[config.mk]
export PLATFORM = sky130hd
export DESIGN_NAME = imem_port_sequencer
export DESIGN_NICKNAME = d
export VERILOG_FILES = /design/src/rtl/imem_port_sequencer.sv
export SDC_FILE = /design/constraint.sdc
export NUM_CORES = 1
export LEC_CHECK = 0
export CAP_MARGIN = 30
export CORE_ASPECT_RATIO = 0.9
export CORE_MARGIN = 1.5
export CORE_UTILIZATION = 25
export CTS_CLUSTER_DIAMETER = 50
export DETAILED_ROUTE_END_ITERATION = 8
export PLACE_DENSITY = 0.56
export SLEW_MARGIN = 20
export SYNTH_ARGS = -nofsm -noshare
export SYNTH_HDL_FRONTEND = slang
export SYNTH_SLANG_ARGS = --single-unit
[constraint.sdc]
create_clock -name clk_i -period 3.1 [get_ports clk_i]
set_input_delay 0.465 -clock clk_i [delete_from_list [all_inputs] [get_ports clk_i]]
set_output_delay 0.465 -clock clk_i [all_outputs]
set_load 0.005 [all_outputs]
[src/rtl/imem_port_sequencer.sv]
// Single-port sequencer for a byte-wide instruction memory: round-robin sharing between
// fetch and loader, four big-endian byte accesses per word, range/alignment screening.
module imem_port_sequencer #(
    parameter int unsigned MEM_SIZE = 4095,
    parameter int unsigned ADDR_W   = 64
) (
    input  logic              clk_i,
    input  logic              reset_ni,
    input  logic              fetch_req_i,
    input  logic [ADDR_W-1:0] fetch_addr_i,
    output logic              fetch_ready_o,
    output logic              fetch_valid_o,
    output logic [31:0]       fetch_instr_o,
    output logic              fetch_fault_o,
    input  logic              load_req_i,
    input  logic [ADDR_W-1:0] load_addr_i,
    input  logic [31:0]       load_data_i,
    output logic              load_ready_o,
    output logic              load_done_o,
    output logic              load_err_o,
    output logic              mem_en_o,
    output logic              mem_we_o,
    output logic [ADDR_W-1:0] mem_addr_o,
    output logic [7:0]        mem_wdata_o,
    input  logic [7:0]        mem_rdata_i
);

    localparam logic [ADDR_W-1:0] LAST_WORD = ADDR_W'(MEM_SIZE - 32'd4);

    typedef enum logic [2:0] {
        S_IDLE, S_RD, S_RD_DRAIN, S_RESP, S_WR, S_WDONE, S_FAULT
    } state_t;

    state_t            state_q, state_d;
    logic [1:0]        k_q, k_d;
    logic [ADDR_W-1:0] base_q, base_d;
    logic [31:0]       wword_q, wword_d;
    logic [31:0]       asm_q, asm_d;
    logic [31:0]       instr_q, instr_d;
    logic              last_load_q, last_load_d;
    logic              fetch_valid_q, fetch_valid_d;
    logic              fetch_fault_q, fetch_fault_d;
    logic              load_done_q, load_done_d;
    logic              load_err_q, load_err_d;
    logic              mem_en_q, mem_en_d;
    logic              mem_we_q, mem_we_d;
    logic [ADDR_W-1:0] mem_addr_q, mem_addr_d;
    logic [7:0]        mem_wdata_q, mem_wdata_d;
    logic              grant_fetch_s, grant_load_s;

    function automatic logic [7:0] word_byte(input logic [31:0] w, input logic [1:0] k);
        case (k)
            2'd0:    return w[31:24];
            2'd1:    return w[23:16];
            2'd2:    return w[15:8];
            2'd3:    return w[7:0];
            default: return 8'h00;
        endcase
    endfunction

    function automatic logic [31:0] put_byte(input logic [31:0] w, input logic [1:0] k,
                                             input logic [7:0] b);
        logic [31:0] r;
        r = w;
        case (k)
            2'd0:    r[31:24] = b;
            2'd1:    r[23:16] = b;
            2'd2:    r[15:8]  = b;
            2'd3:    r[7:0]   = b;
            default: r = w;
        endcase
        return r;
    endfunction

    // Full-width compare so addresses near the top of the bus never wrap into range.
    function automatic logic addr_bad(input logic [ADDR_W-1:0] a);
        return (a[1:0] != 2'b00) || (a > LAST_WORD);
    endfunction

    function automatic logic [ADDR_W-1:0] lane_addr(input logic [ADDR_W-1:0] b, input logic [1:0] k);
        return b + {{(ADDR_W-2){1'b0}}, k};
    endfunction

    // Round-robin grant: on contention the requester not served last wins.
    always_comb begin
        grant_fetch_s = 1'b0;
        grant_load_s  = 1'b0;
        if (reset_ni && (state_q == S_IDLE)) begin
            grant_fetch_s = fetch_req_i && (!load_req_i || last_load_q);
            grant_load_s  = load_req_i && !grant_fetch_s;
        end else begin
            grant_fetch_s = 1'b0;
            grant_load_s  = 1'b0;
        end
    end

    assign fetch_ready_o = grant_fetch_s;
    assign load_ready_o  = grant_load_s;

    // Next-state and next-output logic; memory strobes are precomputed one cycle ahead.
    always_comb begin
        state_d       = state_q;
        k_d           = k_q;
        base_d        = base_q;
        wword_d       = wword_q;
        asm_d         = asm_q;
        instr_d       = instr_q;
        last_load_d   = last_load_q;
        fetch_valid_d = 1'b0;
        fetch_fault_d = 1'b0;
        load_done_d   = 1'b0;
        load_err_d    = 1'b0;
        mem_en_d      = 1'b0;
        mem_we_d      = 1'b0;
        mem_addr_d    = mem_addr_q;
        mem_wdata_d   = mem_wdata_q;
        case (state_q)
            S_IDLE: begin
                if (grant_fetch_s) begin
                    last_load_d = 1'b0;
                    if (addr_bad(fetch_addr_i)) begin
                        state_d       = S_FAULT;
                        fetch_valid_d = 1'b1;
                        fetch_fault_d = 1'b1;
                        instr_d       = 32'h0000_0000;
                    end else begin
                        state_d    = S_RD;
                        k_d        = 2'd0;
                        base_d     = fetch_addr_i;
                        mem_en_d   = 1'b1;
                        mem_addr_d = fetch_addr_i;
                    end
                end else if (grant_load_s) begin
                    last_load_d = 1'b1;
                    if (addr_bad(load_addr_i)) begin
                        state_d     = S_FAULT;
                        load_done_d = 1'b1;
                        load_err_d  = 1'b1;
                    end else begin
                        state_d     = S_WR;
                        k_d         = 2'd0;
                        base_d      = load_addr_i;
                        wword_d     = load_data_i;
                        mem_en_d    = 1'b1;
                        mem_we_d    = 1'b1;
                        mem_addr_d  = load_addr_i;
                        mem_wdata_d = word_byte(load_data_i, 2'd0);
                    end
                end else begin
                    state_d = S_IDLE;
                end
            end
            S_RD: begin
                // Read data lags the strobe by one cycle, so lane k-1 lands here.
                if (k_q != 2'd0) begin
                    asm_d = put_byte(asm_q, k_q - 2'd1, mem_rdata_i);
                end else begin
                    asm_d = asm_q;
                end
                if (k_q == 2'd3) begin
                    state_d = S_RD_DRAIN;
                end else begin
                    k_d        = k_q + 2'd1;
                    mem_en_d   = 1'b1;
                    mem_addr_d = lane_addr(base_q, k_q + 2'd1);
                end
            end
            S_RD_DRAIN: begin
                asm_d         = put_byte(asm_q, 2'd3, mem_rdata_i);
                instr_d       = {asm_q[31:8], mem_rdata_i};
                fetch_valid_d = 1'b1;
                state_d       = S_RESP;
            end
            S_WR: begin
                if (k_q == 2'd3) begin
                    state_d     = S_WDONE;
                    load_done_d = 1'b1;
                end else begin
                    k_d         = k_q + 2'd1;
                    mem_en_d    = 1'b1;
                    mem_we_d    = 1'b1;
                    mem_addr_d  = lane_addr(base_q, k_q + 2'd1);
                    mem_wdata_d = word_byte(wword_q, k_q + 2'd1);
                end
            end
            S_RESP, S_WDONE, S_FAULT: begin
                state_d = S_IDLE;
            end
            default: begin
                state_d = S_IDLE;
            end
        endcase
    end

    // State and registered outputs; reset abandons any sequence in flight.
    always_ff @(posedge clk_i or negedge reset_ni) begin
        if (!reset_ni) begin
            state_q       <= S_IDLE;
            k_q           <= 2'd0;
            base_q        <= '0;
            wword_q       <= 32'h0000_0000;
            asm_q         <= 32'h0000_0000;
            instr_q       <= 32'h0000_0000;
            last_load_q   <= 1'b1;
            fetch_valid_q <= 1'b0;
            fetch_fault_q <= 1'b0;
            load_done_q   <= 1'b0;
            load_err_q    <= 1'b0;
            mem_en_q      <= 1'b0;
            mem_we_q      <= 1'b0;
            mem_addr_q    <= '0;
            mem_wdata_q   <= 8'h00;
        end else begin
            state_q       <= state_d;
            k_q           <= k_d;
            base_q        <= base_d;
            wword_q       <= wword_d;
            asm_q         <= asm_d;
            instr_q       <= instr_d;
            last_load_q   <= last_load_d;
            fetch_valid_q <= fetch_valid_d;
            fetch_fault_q <= fetch_fault_d;
            load_done_q   <= load_done_d;
            load_err_q    <= load_err_d;
            mem_en_q      <= mem_en_d;
            mem_we_q      <= mem_we_d;
            mem_addr_q    <= mem_addr_d;
            mem_wdata_q   <= mem_wdata_d;
        end
    end

    assign fetch_valid_o = fetch_valid_q;
    assign fetch_fault_o = fetch_fault_q;
    assign fetch_instr_o = instr_q;
    assign load_done_o   = load_done_q;
    assign load_err_o    = load_err_q;
    assign mem_en_o      = mem_en_q;
    assign mem_we_o      = mem_we_q;
    assign mem_addr_o    = mem_addr_q;
    assign mem_wdata_o   = mem_wdata_q;

endmodule

# Word-level counts from Yosys, hierarchy flattened
# Cells that the tools add are included.
[word_totals] reg_bits=236 input_bits=172 wordCells=134
[op_classes] addsub=3 magnitude_cmp=2 eq_ne=24 muxes=56 bitwise_logic=3 n_reduce_logical=29
[op_table] op="$mux W64" n=5
[op_table] op="$gt A64 B12 Y1 const B" n=2
[op_table] op="$pmux W32 S2" n=2
[op_table] op="$pmux W64 S2" n=1
[op_table] op="$mux W32" n=3
[op_table] op="$add A64 B2 Y64" n=1
[op_table] op="$mux W8" n=8
[op_table] op="$pmux W8 S4" n=1
[op_table] op="$ne A2 B2 Y1 const B" n=10
[op_table] op="$reduce_and A4 Y1" n=5
[op_table] op="$mux W1" n=18
[op_table] op="$pmux W8 S2" n=1
[op_table] op="$mux W3" n=5
[op_table] op="$reduce_bool A2 Y1" n=7
[op_table] op="$mux W2" n=6
[op_table] op="$pmux W3 S4" n=1
[op_table] op="$eq A2 B2 Y1 const B" n=5
[op_table] op="$reduce_and A5 Y1" n=2
[op_table] op="$ne A3 B3 Y1 const B" n=3
[op_table] op="$pmux W1 S2" n=4
[op_table] op="$eq A2 B1 Y1 const B" n=2
[op_table] op="$logic_not A2 Y1" n=2
[op_table] op="$pmux W2 S2" n=1
[op_table] op="$reduce_and A2 Y1" n=2
[op_table] op="other kinds (13)" n=20

# Logic depth before layout (Yosys ltp)
# Gate-level depths: netlist (run 1).
[logic_depth] ltp_word=9 mapped_depth=11

# Worst setup path before layout (run 1)
# No wires, ideal clock.
[synth_path] path_kind="register to register" start="register k_q[0]" end="register mem_addr_q[31] (netlist: mem_addr_o[31])" setup_ps=95 t_arrival_ps=2591 required_time_ps=3005 path_slack_ps=413 stages_incl_launch_ff=11 path_buffers=1 path_cell_list="dfrtp_1 > inv_1 > ha_1 > ha_1 > a21oi_1 > nor4_1 > and3_1 > clkbuf_1 > nand4_1 > xor2_1 > o31ai_1"
[synth_via] elab_chain_len=4
[synth_rtl] element="start: declaration" line="35" rtl="logic [1:0] k_q, k_d;"
[synth_rtl] element="start signal: assignment" line="215" rtl="k_q <= k_d;"
[synth_rtl] element="$add A2 B1 Y2" line="165, 182"
[synth_rtl] element="$add A64 B2 Y64" line="81" rtl="return b + {{(ADDR_W-2){1'b0}}, k};"
[synth_rtl] element="$mux W64" line="160, 175"
[synth_rtl] element="$pmux W64 S2" line="117" rtl="case (state_q)"
[synth_rtl] element="end signal: assignment" line="227" rtl="mem_addr_q <= mem_addr_d;"
[synth_rtl] element="end: declaration" line="47" rtl="logic [ADDR_W-1:0] mem_addr_q, mem_addr_d;"
# Several ways; a longest one is shown, not always the timed one. The select of a mux whose other input is x is not followed.
# A chain may end at the register's enable or synchronous reset.

# Worst setup path in the final report (run 1)
[layout_path] start="input port reset_ni" end="output port fetch_ready_o"
[layout_via] elab_chain_len=2
[layout_rtl] element="start: declaration" line="8" rtl="input logic reset_ni,"
[layout_rtl] element="$logic_and A1 B1 Y1" line="88" rtl="if (reset_ni && (state_q == S_IDLE)) begin"
[layout_rtl] element="$mux W1" line="88"
[layout_rtl] element="end: declaration" line="11" rtl="output logic fetch_ready_o,"
# No other way between the ends.

==> results of run 1 <==
## cells in the final DEF (no fill, tap or decap), types with 27 or more instances in the layout
cell type          n
xor2_1            37
nor4_1            29
a22o_1            32
mux2_2            62
nand4_1           37
clkdlybuf4s50_1  282
nand3_1           27
clkbuf_16         29
dfrtp_1          226
and2_1            56
nor2_1            39
nand2_1           63
## worst paths after layout
check,end,cells after the start,slack [ns]
min reg2reg,fetch_instr_o[22]$_DFFE_PN0P_,1,0.48
min in group asynchronous,wword_q[12]$_DFFE_PN0P_,3,0.56
max in group asynchronous,base_q[34]$_DFFE_PN0P_,4,1.39
max reg2reg,mem_addr_o[63]$_DFFE_PN0P_,10,0.24
max,fetch_ready_o,7,0.15
min,fetch_instr_o[22]$_DFFE_PN0P_,1,0.48
## sequential cells by signal (all words and copies together) (netlist names)
register / count
asm_q: 24
base_q: 64
fetch_fault_o: 1
fetch_instr_o: 32
fetch_valid_o: 1
k_q: 2
last_load_q: 1
load_done_o: 1
load_err_o: 1
mem_addr_o: 64
mem_en_o: 1
mem_wdata_o: 8
mem_we_o: 1
state_q: 3
wword_q: 24
## cell families (layout without fill, tap and decap cells)
logic type | after synthesis | after routing | share of synthesized area, %
XOR/XNOR | 62 | 62 | 5.20
flip-flops | 228 | 228 | 54.6
buffers and inverters | 69 | 376 | 3.10
multiplexers | 87 | 87 | 9.51
adder cells (fa/ha/maj) | 9 | 9 | 1.15
AND/OR/NAND/NOR | 312 | 312 | 16.4
AO/OA/AOI/OAI | 139 | 139 | 10.1
## cell usage after synthesis (all sizes together) (2+ instances only)
cell type	count
o31ai	12
o22ai	22
ha	8
o221a	8
or3	4
o21ai	10
nand4b	2
nand4	37
mux2	71
and2	58
xor2	37
and4	9
xnor2	25
a222oi	8
nand2b	4
nand2	63
inv	14
a21oi	25
o32ai	2
nor4b	2
a31oi	2
o2bb2ai	14
nor2	39
a22o	32
nor4	32
dfrtp	227
nor3	13
clkbuf	37
nand3	29
buf	18
mux2i	16
and3	16
## power by group through the flow
stage	combinational [mW]	clock, mW	sequential (mW)
after floorplan	0.961	0	3.49
after detailed placement	1.92	0	3.55
after CTS	1.93	3.31	3.50
final	1.92	3.20	3.50
after global routing	2.11	3.44	3.54
after global placement	1.89	0	3.54
## routing by layer
| layer | vias to the layer above | routed length [um] |
|---|---|---|
| met5 | - | 13 |
| met4 | 2 | 498 |
| met3 | 35 | 1950 |
| met2 | 218 | 14700 |
| met1 | 4015 | 15700 |
| li1 | 3885 | - |
## area by class of cell
| type | instances | area [um2] |
|---|---|---|
| flip-flops and latches | 228 | 5710 |
| inverters | 14 | 65.1 |
| repair buffers | 311 | 3120 |
| fillers | 4074 | 26000 |
| multi-input cells | 609 | 4460 |
| well taps | 540 | 676 |
| clock inverters | 15 | 131 |
| clock buffers | 36 | 782 |
## what timing repair did
action | CTS | global route
endpoints found under the hold margin | 26 | 0
setup buffers | 0 | 5
gates resized for setup | 0 | 7
setup endpoints to repair | 0 | 17
hold buffers | 1 | 0
## critical path, cell delays in order
cell and delay, ns:
dlygate4sd3_1 0.58, buf_8 0.12, nor4b_4 0.31, nand3_2 0.15, inv_1 0.11, buf_6 0.20
clkdlybuf4s50_1 0.54
## through the flow
stage | hold slack, ns | worst slack (ns)
after detailed placement | 0.473 | 0.0549
after CTS | 0.486 | 0.00481
after global routing | 0.507 | 0.00286
final | 0.479 | 0.148
after global placement | 0.466 | 0.0466
after floorplan | 0.169 | 0.413
==> metrics.cfg, run 1 <==
[global_route]
grtUsageTotal_pct = 15.2
grt_pass1_wl_um = 50800
grt_use_met1_pct = 22.1
grt_max_degree = 141
grt_use_met2_pct = 23.4
grt_pass1_vias = 8492
grt_util_met3_pct = 3.02
grt-busiest-layer = met2
antenna_found_initial = 1
overflow = 0

[power]
power_frac_comb_pct = 22.3
ir_drop_mv = 0.440
clkPwrFrac_pct = 37.1
p_sw_share_pct = 27.6
p_switching_mw = 2.38
internal_power_mw = 6.24
power_density_nw_per_um2 = 577
p_leak_nw = 6.20
fin_total_pwr_mw = 8.62
pwr-share-seq_pct = 40.6

[clock_tree]
clk_path_buf_depth = 3
root_buffer = clkbuf_16
path_clk_slew_ns = 0.06
htreeDepth = 1
clk_latency_ns = 0.55
cts_buffers = 29
cts_tree = built
clock-sinks = 228

[final_layout]
design_area_um2 = 14900
final_util_pct = 36.5
instances_no_fill = 1753
area_delta_synth_final_pct = 43.0
final_nets = 1374
num_antenna_cells = 0
final_layout_size_suffix_gt1_share_pct = 14.3

[synthesis]
syn-instance-count = 906
syn_avg_cell_area_um2 = 11.5
ys_ff_latch = 228
synth_top_area_cell = dfrtp_1
synth_top_area_share_pct = 54.4
yosys-top-cells-area = dfrtp_1 (54%), mux2_2 (6.7%), and2_1 (3.4%), xor2_1 (3.1%), a22o_1 (2.7%)
synth.yosys.seq_area_share_pct = 54.6
yosys_warnings = 0
async_flop_share_pct = 100
syn_area_um2 = 10400
yosysUniqueCellTypes = 56
synth_ff_type = dfrtp_1
syn_nets = 1087
synth-edff-count = 0

[setup_path]
crit_type = primary input to output port
worstPathArrival_ns = 2.49
endpoint_kind = output port
worstSetupStartpoint = reset_ni
cp_max_fo = 15
r2r_start = k_q[0]$_DFFE_PN0P_
required_ns = 2.63
worstSetupStartpointType = primary input

[drt]
ant_nets = 0
first_pass_iters = 5
viasPerCell = 4.65
routed_wl_um = 32800
wl_per_cell_um = 18.7
drt_iter0_drc = 594
drc = 0
vias = 8155

[run]
drv_cap = 0

[sta]
max_slew_margin_pct = 43.6
setup_viol = 0
rsz0062_at_grt = false
finalCritPeriodShare_pct = 95.2
fin_skew_ns = 0.0118
max_freq_mhz = 339
hold_viol_final = 0
finalSetupTns_ns = 0
tightest_slew_ns = 0.845
fin_crit_ns = 2.95
drv_slew = 0

[outcome]
status = finished, final reports clean

[die]
core_um2 = 40900
die-width_um = 218
rows = 70
die_y_um = 197
die-area_um2 = 43000
start_util_pct = 25.5
num_io_pins = 284

[worst_hold_path]
hold_path_class = flip-flop to flip-flop
min_from = asm_q[22]$_DFFE_PN0P_

[placement]
place_inst = 1696
place_hpwl_um = 23600
io_buffers = 283
post_dp_cell_area_um2 = 14000
place_congestion = 0.851

Power figures use the tool's default switching activity.
==> inputs of run 2 (changes only) <==
==> constraint.sdc (replaced) <==
create_clock -name clk_i -period 3 [get_ports clk_i]
set_input_delay 0.45 -clock clk_i [delete_from_list [all_inputs] [get_ports clk_i]]
set_output_delay 0.45 -clock clk_i [all_outputs]
set_load 0.005 [all_outputs]
==> run 2 against run 1 <==
Compared with the run above: sequential cell count did not move; power rose by 7.2%; worst setup slack improved by 0.0085 ns; sequential share of layout area fell by 0.46 points; design area rose by 1.2%; combinational power rose by 4%; register-to-register slack improved by 0.03 ns; cell count rose by 0.40%; clock power rose by 14%; hold slack improved by 0.0052 ns; critical endpoint unchanged; largest power group is now clock.
==> metrics.cfg, run 2 (synthesized netlist as in run 1, its figures left out) <==
[final_layout]
area_delta_synth_final_pct = 44.7
layout_common_cells = clkdlybuf4s50_1 (282), dfrtp_1 (226), nand2_1 (63), mux2_2 (62), and2_1 (56)
regArea_um2 = 5710
final_nets = 1378
final_layout_size_suffix_gt1_share_pct = 15.0
fillers = 4024
multiInputGateArea_um2 = 4470
final_common_cell = clkdlybuf4s50_1
num_antenna_cells = 0

[sta]
worst_slack_ns = 0.157
fin_skew_ns = 0.0120
finalSetupTns_ns = 0
max_slew_margin_pct = 37.9
finalCritPeriodShare_pct = 94.8
tightest_slew_ns = 0.931
setup_viol = 0
rsz0062_at_grt = false
hold_viol_final = 0
drv_slew = 0
hold_ws_ns = 0.485
max_freq_mhz = 352
fin_crit_ns = 2.84

[setup_path]
worstSetupStartpointType = primary input
cp_max_fo = 20
r2r_slack_ns = 0.27
endpoint_kind = output port
worstPathArrival_ns = 2.39
required_ns = 2.55
crit_type = primary input to output port

[power]
p_leak_nw = 6.28
ir_drop_mv = 0.501
power_density_nw_per_um2 = 611

[die]
core_um2 = 40900
rows = 70
die-area_um2 = 43000
die-width_um = 218
num_io_pins = 284
die_y_um = 197
start_util_pct = 25.5

[placement]
place_ws_ns = 0.00194
io_buffers = 283
place_hpwl_um = 23700
place_congestion = 0.877

[drt]
wl_per_cell_um = 18.6
routed_wl_um = 32800
viasPerCell = 4.63
drt_iter0_drc = 489
drc = 0
ant_nets = 0
first_pass_iters = 5
vias = 8157

[global_route]
grtUsageTotal_pct = 15.2
grt_max_degree = 143
grt_pass1_vias = 8561
overflow = 0
grt_pass1_wl_um = 50800
antenna_found_initial = 0

[run]
drv_cap = 0

[clock_tree]
cts_tree = built
cts_buffers = 30
clock-sinks = 228
clk_latency_ns = 0.55
root_buffer = clkbuf_16
htreeDepth = 1
clk_path_buf_depth = 3
path_clk_slew_ns = 0.06

[outcome]
status = finished, final reports clean

[worst_hold_path]
hold_path_class = flip-flop to flip-flop

[run 2: worst paths after layout]
| check | to | from | cells past startpoint |
|---|---|---|---|
| worst max-delay path | fetch_ready_o | reset_ni | 7 |
| worst min-delay path | fetch_instr_o[17]$_DFFE_PN0P_ | asm_q[17]$_DFFE_PN0P_ | 1 |
| worst max register to register | mem_addr_o[63]$_DFFE_PN0P_ | k_q[0]$_DFFE_PN0P_ | 10 |
| min in group asynchronous | wword_q[20]$_DFFE_PN0P_ | reset_ni | 3 |
| max in group asynchronous | base_q[31]$_DFFE_PN0P_ | reset_ni | 4 |
| worst min register to register | fetch_instr_o[17]$_DFFE_PN0P_ | asm_q[17]$_DFFE_PN0P_ | 1 |
[run 2: layout make-up]
type / instances / area share [%]
well taps: 540 / 4.47
clock inverters: 14 / 1.08
repair buffers: 314 / 20.9
inverters: 14 / 0.430
clock buffers: 41 / 5.78
flip-flops and latches: 228 / 37.7
multi-input cells: 609 / 29.6
[run 2: timing repair]
| item | in CTS | in global routing |
|---|---|---|
| pin swaps | 1 | 3 |
| gates resized for setup | 1 | 8 |
| endpoints found under the hold margin | 18 | 0 |
| setup endpoints to repair | 3 | 31 |
| hold buffers | 1 | 0 |
| setup buffers | 1 | 2 |
[run 2: stage by stage]
step / power [mW] / area [um2] / instances / util, %
finish: 9.24 / 15100 / 1760 / 37.0
global route: 9.73 / 15100 / 1760 / 37.0
CTS: 9.38 / 15000 / 1757 / 36.8
detailed placement: 5.66 / 14000 / 1700 / 34.2
global placement: 5.63 / 14000 / 1700 / 34.2
floorplan: 4.60 / 10400 / 906 / -
[run 2: metal layers]
metal	vias to the layer above	share of wire (%)	routed length (um)	track usage (%)
met5	-	0	0	0
met4	0	1.4	461	2.43
met3	38	5.4	1780	2.69
met2	203	45	14700	23.9
met1	4025	48	15900	22.0
li1	3891	-	-	-
[run 2: power breakdown]
part           internal (mW)  leakage, nW  total (mW)  switching [mW]
logic                   1.12         3.07        2.00           0.878
clock network           2.22        0.505        3.64            1.42
registers               3.40         2.71        3.60           0.202
total                   6.74         6.28        9.24            2.50
[run 2: worst max-delay path, stage by stage]
cell             delay, ns
dlygate4sd3_1         0.58
buf_8                 0.12
nor4b_4               0.23
nand3_1               0.17
inv_1                 0.12
buf_12                0.19
clkdlybuf4s50_1       0.53
==> inputs of run 3 (changes only) <==
--- a/config.mk
+++ b/config.mk
@@ -9,8 +9,9 @@
 export CORE_ASPECT_RATIO = 0.9
 export CORE_MARGIN = 1.5
 export CORE_UTILIZATION = 25
-export CTS_CLUSTER_DIAMETER = 50
+export CTS_CLUSTER_DIAMETER = 100
 export DETAILED_ROUTE_END_ITERATION = 8
+export GPL_TIMING_DRIVEN = 0
 export PLACE_DENSITY = 0.56
 export SLEW_MARGIN = 20
 export SYNTH_ARGS = -nofsm -noshare
==> run 3 against run 2 <==
Compared with the run above: clock skew decreased by 0.0024 ns; critical path type is now flip-flop to flip-flop; critical endpoint is now mem_addr_o[19]$_DFFE_PN0P_; combinational power increased by 6%; hold slack got worse by 0.0042 ns; worst setup slack got worse by 0.041 ns; utilization increased by 0.50 points.
==> metrics.cfg, run 3 (synthesized netlist as in run 1, its figures left out) <==
[outcome]
status = finished, final reports clean

[drt]
viasPerCell = 4.71
m1WireLength_um = 16300
drc = 0
routed_wl_um = 34900
first_pass_iters = 5
ant_nets = 0
vias = 8503
dr.max_layer_used = met5
wl_per_cell_um = 19.3
dr_wl_met2_um = 15600
route.met3.wl_um = 2250
drt_iter0_drc = 486

[placement]
place_hpwl_um = 25900
place_inst = 1731
place_congestion = 0.862
io_buffers = 283
place_ws_ns = -0.911

[setup_path]
endpoint = mem_addr_o[19]$_DFFE_PN0P_
r2r_start = state_q[1]$_DFFE_PN0P_
required_ns = 3.42
rr_endpoint = mem_addr_o[19]$_DFFE_PN0P_
cp_cell_sequence = buf_4, nor4b_4, buf_4, nand3_2, or3_4, o32a_1, buf_6, and2_4, buf_6, inv_12, clkbuf_16, mux2_4
r2r_slack_ns = 0.12
slowest_delay_ns = 0.41
cp_max_fo = 11
critPathBufInv = 6
slowest_stage = or3_4
worstSetupStartpoint = state_q[1]$_DFFE_PN0P_
endpoint_kind = flip-flop
worstSetupStartpointType = flip-flop
worstPathArrival_ns = 3.31
crit_type = flip-flop to flip-flop
cp_top_family = simple AND/OR/NAND/NOR gates
crit_cells = 12
r2r_cells = 12

[power]
power_density_nw_per_um2 = 582
power_frac_comb_pct = 23.7
p_switching_mw = 2.45
p_sw_share_pct = 27.5
clkPwrFrac_pct = 36.3
internal_power_mw = 6.47
pwr-share-seq_pct = 40.0
ir_drop_mv = 0.373
p_leak_nw = 6.40

[final_layout]
num_antenna_cells = 0
multiInputGateArea_um2 = 4510
layout_common_cells = clkdlybuf4s50_1 (282), dfrtp_1 (225), nand2_1 (63), mux2_2 (62), and2_1 (56)
instances_no_fill = 1806
regArea_um2 = 5710
final_nets = 1427
final_common_cell = clkdlybuf4s50_1
final_layout_size_suffix_gt1_share_pct = 14.5
final_util_pct = 37.5
area_delta_synth_final_pct = 46.7
fillers = 4022

[sta]
max_slew_margin_pct = 47.1
fin_crit_ns = 2.88
max_freq_mhz = 347
hold_viol_final = 0
tightest_slew_ns = 0.787
worst_slack_ns = 0.116
finalCritPeriodShare_pct = 96.1
setup_viol = 0
fin_skew_ns = 0.00956
drv_slew = 0

[die]
core_um2 = 40900
start_util_pct = 25.5
die-area_um2 = 43000
num_io_pins = 284
rows = 70
die-width_um = 218
die_y_um = 197

[global_route]
antenna_found_initial = 2
grtUsageTotal_pct = 16.0
grt_pass1_wl_um = 52400
overflow = 0
grt_pass1_vias = 8570
grt_max_degree = 90

[clock_tree]
clk_path_buf_depth = 3
path_clk_slew_ns = 0.07
cts_tree = built
htreeDepth = 1
clk_latency_ns = 0.54
cts_buffers = 26
root_buffer = clkbuf_16
clock-sinks = 228

[run]
drv_cap = 0

[worst_hold_path]
worstHoldPathCells = 1
min_from = asm_q[16]$_DFFE_PN0P_
hold_path_class = flip-flop to flip-flop

## run 3: changes by cell type in the layout (fill, tap and decap cells not counted), sizes merged
cell,delta
clkbuf,+30
buf,+13
dlygate4sd3,+3
clkinv,-2
bufbuf,+1
inv,+1
## run 3: final cells by class
type,instances,share of cell area [%]
flip-flops and latches,228,37.2
well taps,540,4.41
clock inverters,13,0.857
clock buffers,35,4.86
inverters,14,0.424
repair buffers,313,21.0
multi-input cells,609,29.4
plain buffers,54,1.77
## run 3: repair_timing
item | 4_1_cts | 5_1_grt
cloned | 1 | 1
pin swaps | 3 | 9
hold endpoints to repair | 60 | 0
hold buffers | 7 | 0
endpoints found under the setup margin | 95 | 43
resized for setup | 13 | 16
buffers inserted | 3 | 16
## run 3: power by group through the flow
stage          registers, mW  logic [mW]  clock network, mW
2_1_floorplan           3.60       0.994                  0
3_3_place_gp            3.62        2.03                  0
3_5_place_dp            3.62        2.08                  0
4_1_cts                 3.56        2.11               3.34
5_1_grt                 3.60        2.31               3.47
6_report                3.56        2.12               3.24
## run 3: per-stage QoR
stage | cell area, um2 | setup TNS [ns] | hold WS [ns] | power (mW)
global placement | 14000 | -3738.25 | 0.464 | 5.65
CTS | 15100 | -0.0412 | 0.459 | 9.02
global route | 15300 | -0.0212 | 0.499 | 9.39
floorplan | 10400 | 0 | 0.154 | 4.60
finish | 15300 | 0 | 0.480 | 8.92
detailed placement | 14000 | -102.04 | 0.434 | 5.70
## run 3: per-layer routing
| metal | GRT usage (%) | up-vias |
|---|---|---|
| li1 | - | 3993 |
| met1 | 22.4 | 4228 |
| met2 | 25.0 | 232 |
| met3 | 3.86 | 46 |
| met4 | 3.07 | 4 |
| met5 | 0 | - |
## run 3: worst min path at each step
stage	to	slack (ns)
floorplan	asm_q[10]$_DFFE_PN0P_	0.15
global placement	fetch_instr_o[16]$_DFFE_PN0P_	0.46
finish	fetch_instr_o[16]$_DFFE_PN0P_	0.48
CTS	last_load_q$_DFFE_PN1P_	0.46
detailed placement	mem_wdata_o[0]$_DFFE_PN0P_	0.43
global route	fetch_instr_o[16]$_DFFE_PN0P_	0.50
